File: src/rtl/frame_pattern_decoder.sv
// Maple bus frame pattern decoder: synchronises SDCKA/SDCKB, detects start/end
// patterns, and flags frame boundaries plus malformed or timed-out patterns.
module frame_pattern_decoder #(
    parameter int unsigned START_PULSES = 4,
    parameter int unsigned END_PULSES   = 2,
    parameter int unsigned TIMEOUT      = 1000,
    parameter int unsigned CW           = 16
) (
    input  logic clk,
    input  logic reset,
    input  logic sdcka_in,
    input  logic sdckb_in,
    output logic sdcka_s,
    output logic sdckb_s,
    output logic start_detected,
    output logic end_detected,
    output logic in_frame,
    output logic pattern_error
);

    typedef enum logic [3:0] {
        IDLE    = 4'b0001,
        S_COUNT = 4'b0010,
        FRAME   = 4'b0100,
        E_COUNT = 4'b1000
    } state_e;

    localparam logic [3:0]    START_CNT = 4'(START_PULSES);
    localparam logic [3:0]    END_CNT   = 4'(END_PULSES);
    localparam logic [CW-1:0] TMO_CNT   = CW'(TIMEOUT);

    // Synchroniser chain plus one-cycle delayed copy for edge detection.
    logic a_meta_q, a_meta_d, a_s_q, a_s_d, a_d_q, a_d_d;
    logic b_meta_q, b_meta_d, b_s_q, b_s_d, b_d_q, b_d_d;

    state_e        state_q, state_d;
    logic [3:0]    pcnt_q, pcnt_d;
    logic [CW-1:0] tcnt_q, tcnt_d;
    logic          start_q, start_d;
    logic          end_q, end_d;
    logic          err_q, err_d;
    logic          in_frame_q, in_frame_d;

    logic a_fall, a_rise, b_fall, b_rise, a_edge, b_edge, abort;

    assign a_fall = a_d_q & ~a_s_q;
    assign a_rise = a_s_q & ~a_d_q;
    assign b_fall = b_d_q & ~b_s_q;
    assign b_rise = b_s_q & ~b_d_q;
    assign a_edge = a_fall | a_rise;
    assign b_edge = b_fall | b_rise;

    always_comb begin
        a_meta_d = sdcka_in;
        a_s_d    = a_meta_q;
        a_d_d    = a_s_q;
        b_meta_d = sdckb_in;
        b_s_d    = b_meta_q;
        b_d_d    = b_s_q;
    end

    // NOTE: every signal gets a default before the case so no path leaves one unassigned (no latches).
    always_comb begin
        state_d    = state_q;
        pcnt_d     = pcnt_q;
        tcnt_d     = tcnt_q;
        start_d    = 1'b0;
        end_d      = 1'b0;
        err_d      = 1'b0;
        in_frame_d = in_frame_q;
        abort      = 1'b0;

        unique case (state_q)
            IDLE: begin
                if (a_fall && !b_edge && b_s_q) begin
                    state_d = S_COUNT;
                    pcnt_d  = '0;
                    tcnt_d  = '0;
                end
            end
            S_COUNT: begin
                if (a_edge && b_edge) begin
                    abort = 1'b1;
                end else if (a_rise) begin
                    if (pcnt_q == START_CNT && b_s_q) begin
                        start_d    = 1'b1;
                        in_frame_d = 1'b1;
                        state_d    = FRAME;
                    end else begin
                        abort = 1'b1;
                    end
                end else if (b_fall && !a_s_q) begin
                    pcnt_d = (pcnt_q == 4'hF) ? pcnt_q : pcnt_q + 4'd1;
                    tcnt_d = '0;
                end else if (tcnt_q == TMO_CNT) begin
                    abort = 1'b1;
                end else begin
                    tcnt_d = (tcnt_q == '1) ? tcnt_q : tcnt_q + 1'b1;
                end
            end
            FRAME: begin
                if (b_fall && !a_edge && a_s_q) begin
                    state_d = E_COUNT;
                    pcnt_d  = '0;
                    tcnt_d  = '0;
                end
            end
            E_COUNT: begin
                if (a_edge && b_edge) begin
                    abort = 1'b1;
                end else if (b_rise) begin
                    // Fewer than two A pulses inside B-low is just a data bit.
                    if (pcnt_q == END_CNT && a_s_q) begin
                        end_d      = 1'b1;
                        in_frame_d = 1'b0;
                        state_d    = IDLE;
                    end else if (pcnt_q < 4'd2) begin
                        state_d = FRAME;
                    end else begin
                        abort = 1'b1;
                    end
                end else if (a_fall && !b_s_q) begin
                    pcnt_d = (pcnt_q == 4'hF) ? pcnt_q : pcnt_q + 4'd1;
                    tcnt_d = '0;
                end else if (tcnt_q == TMO_CNT) begin
                    abort = 1'b1;
                end else begin
                    tcnt_d = (tcnt_q == '1) ? tcnt_q : tcnt_q + 1'b1;
                end
            end
            default: state_d = IDLE;
        endcase

        if (abort) begin
            state_d    = IDLE;
            err_d      = 1'b1;
            in_frame_d = 1'b0;
            pcnt_d     = '0;
            tcnt_d     = '0;
        end
    end

    // NOTE: sequential state uses non-blocking assignments so all flops sample together.
    always_ff @(posedge clk or negedge reset) begin
        if (!reset) begin
            a_meta_q   <= 1'b1;
            a_s_q      <= 1'b1;
            a_d_q      <= 1'b1;
            b_meta_q   <= 1'b1;
            b_s_q      <= 1'b1;
            b_d_q      <= 1'b1;
            state_q    <= IDLE;
            pcnt_q     <= '0;
            tcnt_q     <= '0;
            start_q    <= 1'b0;
            end_q      <= 1'b0;
            err_q      <= 1'b0;
            in_frame_q <= 1'b0;
        end else begin
            a_meta_q   <= a_meta_d;
            a_s_q      <= a_s_d;
            a_d_q      <= a_d_d;
            b_meta_q   <= b_meta_d;
            b_s_q      <= b_s_d;
            b_d_q      <= b_d_d;
            state_q    <= state_d;
            pcnt_q     <= pcnt_d;
            tcnt_q     <= tcnt_d;
            start_q    <= start_d;
            end_q      <= end_d;
            err_q      <= err_d;
            in_frame_q <= in_frame_d;
        end
    end

    assign sdcka_s        = a_s_q;
    assign sdckb_s        = b_s_q;
    assign start_detected = start_q;
    assign end_detected   = end_q;
    assign pattern_error  = err_q;
    assign in_frame       = in_frame_q;

endmodule

File: config.mk
export PLATFORM = sky130hd
export DESIGN_NAME = frame_pattern_decoder
export DESIGN_NICKNAME = d
export VERILOG_FILES = /design/src/rtl/frame_pattern_decoder.sv
export SDC_FILE = /design/constraint.sdc
export NUM_CORES = 1
export LEC_CHECK = 0
export ABC_AREA = 1
export CAP_MARGIN = 25
export CORE_MARGIN = 5
export CORE_UTILIZATION = 61
export DETAILED_ROUTE_END_ITERATION = 16
export GPL_TIMING_DRIVEN = 0
export PLACE_DENSITY = 0.8
export SLEW_MARGIN = 20
export SYNTH_ARGS = -nofsm -noshare
export SYNTH_HDL_FRONTEND = slang
export SYNTH_SLANG_ARGS = --single-unit
File: constraint.sdc
create_clock -name clk -period 2.3 [get_ports clk]
set_input_delay 0.46 -clock clk [delete_from_list [all_inputs] [get_ports clk]]
set_output_delay 0.46 -clock clk [all_outputs]
set_load 0.01 [all_outputs]
==> flow_summary.json <==
{
  "status": "completed",
  "vias_per_cell": 5.60,
  "timing.critical_path.from_type": "flip-flop",
  "grt_overflow_total": 0,
  "synth_top_area_cell": "sky130_fd_sc_hd__dfrtp_1",
  "tritoncts.num_buffers": 5,
  "finalHoldViolCount": 0,
  "cts_sinks": 34,
  "worst_ir_drop_vdd_uv": 607,
  "cp_data_required_time_ps": 2530,
  "number_of_flops_mapped_to_enable_cells_by_yosys": 0,
  "fraction_of_layout_cells_with_a_size_suffix_above_1": 0.152,
  "max_slew.worst_pin.slew_ps": 557,
  "floorplan.rows": 23,
  "cts_max_level": 2,
  "clk_pin_slew_worst_paths_ps": 70,
  "powerDensity_nw_per_um2": 827,
  "async_flop_share": 1.00,
  "top_signal_layer_used": "met4",
  "portBuffers": 9,
  "min-delay-path-class": "in2async",
  "finalSetupViolCount": 0,
  "synth_ff_type": "sky130_fd_sc_hd__dfrtp_1",
  "antenna_left": 0,
  "timing.clock.skew_ps": 4.70,
  "vias_in_the_first_global_route": 2260,
  "nets": 406,
  "post_synth_main_area_contributors": "sky130_fd_sc_hd__dfrtp_1, sky130_fd_sc_hd__nand2_1, sky130_fd_sc_hd__nand3_1",
  "antenna_found_initial": 0,
  "routedLengthMet1_microns": 2650,
  "criticalPathCategory": "reg2reg",
  "static-leakage-power_nw": 1.39,
  "die_x_microns": 73.7,
  "post_syn_area_sq_um": 2470,
  "clock_path_buffers": 2,
  "yosysTopAreaCellShare": 0.273,
  "yosys-top-cells-count": "sky130_fd_sc_hd__nand2_1, sky130_fd_sc_hd__nand3_1, sky130_fd_sc_hd__inv_1, sky130_fd_sc_hd__nor2_1, sky130_fd_sc_hd__dfrtp_1",
  "multi_input_area_sq_um": 1440,
  "drc_errors": 0,
  "grtUsageTotal": 0.237,
  "syn_area_per_cell_sq_um": 6.76,
  "clock_latency_ps": 290,
  "synth-seq-cells": 34,
  "final_clock_period_utilization_by_the_worst_path": 0.957,
  "yosysSeqAreaShare": 0.347,
  "antenna_cells_inserted": 0,
  "initial_utilization": 0.623,
  "worst_slew_margin_rel": 0.629,
  "core_area_sq_um": 3970,
  "place_ws_ps": 77.6,
  "crit_path_max_fanout": 8,
  "design.die.area_sq_um": 5430,
  "max_clock_freq_mhz": 454,
  "clock_tree_from_tritoncts": "built",
  "netlist_instances": 366,
  "routed-wl-met3_microns": 294,
  "post-place-cells": 426,
  "timing.final.ws_setup_ps": 99.7,
  "grt_start_max_net_pins": 20,
  "wire_length_of_the_first_global_routing_pass_microns": 9960,
  "wire_length_on_met2_microns": 2940,
  "design_area_final_sq_um": 2880,
  "dr.first_iter.drc_count": 247,
  "final_cells": 444,
  "gpl.final_weighted_congestion": 0.954,
  "clk_root_buffer_cell": "sky130_fd_sc_hd__clkbuf_8",
  "vias": 2485,
  "synthesis.nets": 379,
  "synth_cell_type_count": 31,
  "finalMaxSlewViolations": 0,
  "areaGrowthSynthToFinish_pct": 16.3,
  "num-fill-cells": 313,
  "detail_route.wirelength_microns": 6020,
  "firstDrtPassIters": 6,
  "post_dp_cell_area_sq_um": 2650,
  "dieHeight_microns": 73.7,
  "synth.most_common_cell": "sky130_fd_sc_hd__nand2_1",
  "ios": 10,
  "yosys_warnings": 0,
  "area_taken_by_flip_flops_and_latches_sq_um": 861,
  "worst_ep_arrival_time_ps": 2430,
  "r2r.worst_path.cells": 12,
  "cap_viol_max_count": 0,
  "routedWlPerCell_microns": 13.6,
  "period_needed_ps": 2200,
  "dp_hpwl_microns": 4260,
  "crit_path_end_kind": "flip-flop"
}
-- layer usage --
layer  track usage  vias to the layer above
li1              -                     1220
met1         0.296                     1164
met2         0.404                       88
met3        0.0438                       13
met4        0.0905                        0
met5             0                        -
-- report_power, final --
part | total [mW] | switching [mW] | internal, mW | leakage, nW
logic | 1.11 | 0.696 | 0.413 | 0.884
clock network | 0.544 | 0.225 | 0.319 | 0.0579
registers | 0.729 | 0.0571 | 0.672 | 0.445
total | 2.38 | 0.978 | 1.40 | 1.39
-- stage by stage --
| step | utilization | power (mW) | TNS, ps | hold slack, ps |
|---|---|---|---|---|
| 4_1_cts | 0.695 | 2.22 | 0 | 116 |
| 3_3_place_gp | 0.662 | 1.66 | 0 | 347 |
| 2_1_floorplan | - | 1.43 | 0 | 164 |
| 6_report | 0.725 | 2.38 | 0 | 103 |
| 5_1_grt | 0.725 | 2.53 | -21.2 | 133 |
| 3_5_place_dp | 0.667 | 1.68 | 0 | 348 |
-- area by class of cell --
type,instances,area share
multi-input cells,280,0.499
clock buffers,5,0.0239
clock inverters,3,0.0139
inverters,42,0.0548
repair buffers,20,0.0665
plain buffers,10,0.0209
flip-flops and latches,34,0.299
well taps,50,0.0217
-- cells by family after synthesis --
family | count (synthesis) | share of synthesized area
flip-flops | 34 | 0.347
AND/OR/NAND/NOR | 227 | 0.399
adder cells (fa/ha/maj) | 9 | 0.0455
AO/OA/AOI/OAI | 29 | 0.0677
XOR/XNOR | 15 | 0.0531
buffers and inverters | 52 | 0.0870
-- timing repair --
action                     in CTS  in global routing
setup endpoints to repair       0                 24
resized for setup               0                 14
setup buffers                   0                  9
hold buffers                    0                  0
-- registers in the layout, indices dropped and copies added (netlist names) --
signal and cells:
pattern_error 1, end_detected 1, sdcka_s 1, start_detected 1, a_d_q 1, a_meta_q 1
tcnt_q 16, b_d_q 1, in_frame 1, b_meta_q 1, state_q 4, pcnt_q 4
sdckb_s 1
-- worst paths after layout --
check,to,startpoint,slack [ps]
max in group asynchronous,sdckb_s,reset,1680
hold reg to reg,sdckb_s,b_meta_q,360
setup reg to reg,pcnt_q[1],sdcka_s,100
hold / removal,tcnt_q[15],reset,100
min in group clk,sdckb_s,b_meta_q,360
setup / recovery,pcnt_q[1],sdcka_s,100
-- cells in the final DEF, fill, tap and decap left out, types with 4 or more instances in the layout --
cell | synthesis | final
sky130_fd_sc_hd__nor2_1 | 35 | 32
sky130_fd_sc_hd__buf_2 | 4 | 4
sky130_fd_sc_hd__clkbuf_8 | 0 | 5
sky130_fd_sc_hd__dfrtp_1 | 27 | 26
sky130_fd_sc_hd__dfstp_2 | 7 | 7
sky130_fd_sc_hd__nand2_2 | 4 | 6
sky130_fd_sc_hd__nand2_1 | 117 | 114
sky130_fd_sc_hd__inv_2 | 3 | 4
sky130_fd_sc_hd__o21ai_1 | 8 | 8
sky130_fd_sc_hd__xor2_1 | 12 | 12
sky130_fd_sc_hd__nor2_2 | 5 | 7
sky130_fd_sc_hd__inv_1 | 38 | 37
sky130_fd_sc_hd__nor3_1 | 6 | 6
sky130_fd_sc_hd__nand4_1 | 6 | 6
sky130_fd_sc_hd__nand3_1 | 48 | 48
sky130_fd_sc_hd__o21ai_0 | 13 | 13
sky130_fd_sc_hd__ha_1 | 9 | 8
sky130_fd_sc_hd__clkdlybuf4s50_1 | 0 | 8
sky130_fd_sc_hd__buf_4 | 2 | 11
-- worst max-delay path, cell delays in order, from the launching register on --
cell and delay, ps:
sky130_fd_sc_hd__dfstp_2 560, sky130_fd_sc_hd__inv_1 70, sky130_fd_sc_hd__ha_1 350, sky130_fd_sc_hd__nor2_4 140, sky130_fd_sc_hd__inv_1 50, sky130_fd_sc_hd__nand2_1 70, sky130_fd_sc_hd__nor2_2 50, sky130_fd_sc_hd__nand2_2 90
sky130_fd_sc_hd__nand2_4 100, sky130_fd_sc_hd__a21oi_4 340, sky130_fd_sc_hd__buf_4 180, sky130_fd_sc_hd__nand3_1 70, sky130_fd_sc_hd__nand2_1 70
Note: power is estimated with default switching activity, not from simulation.
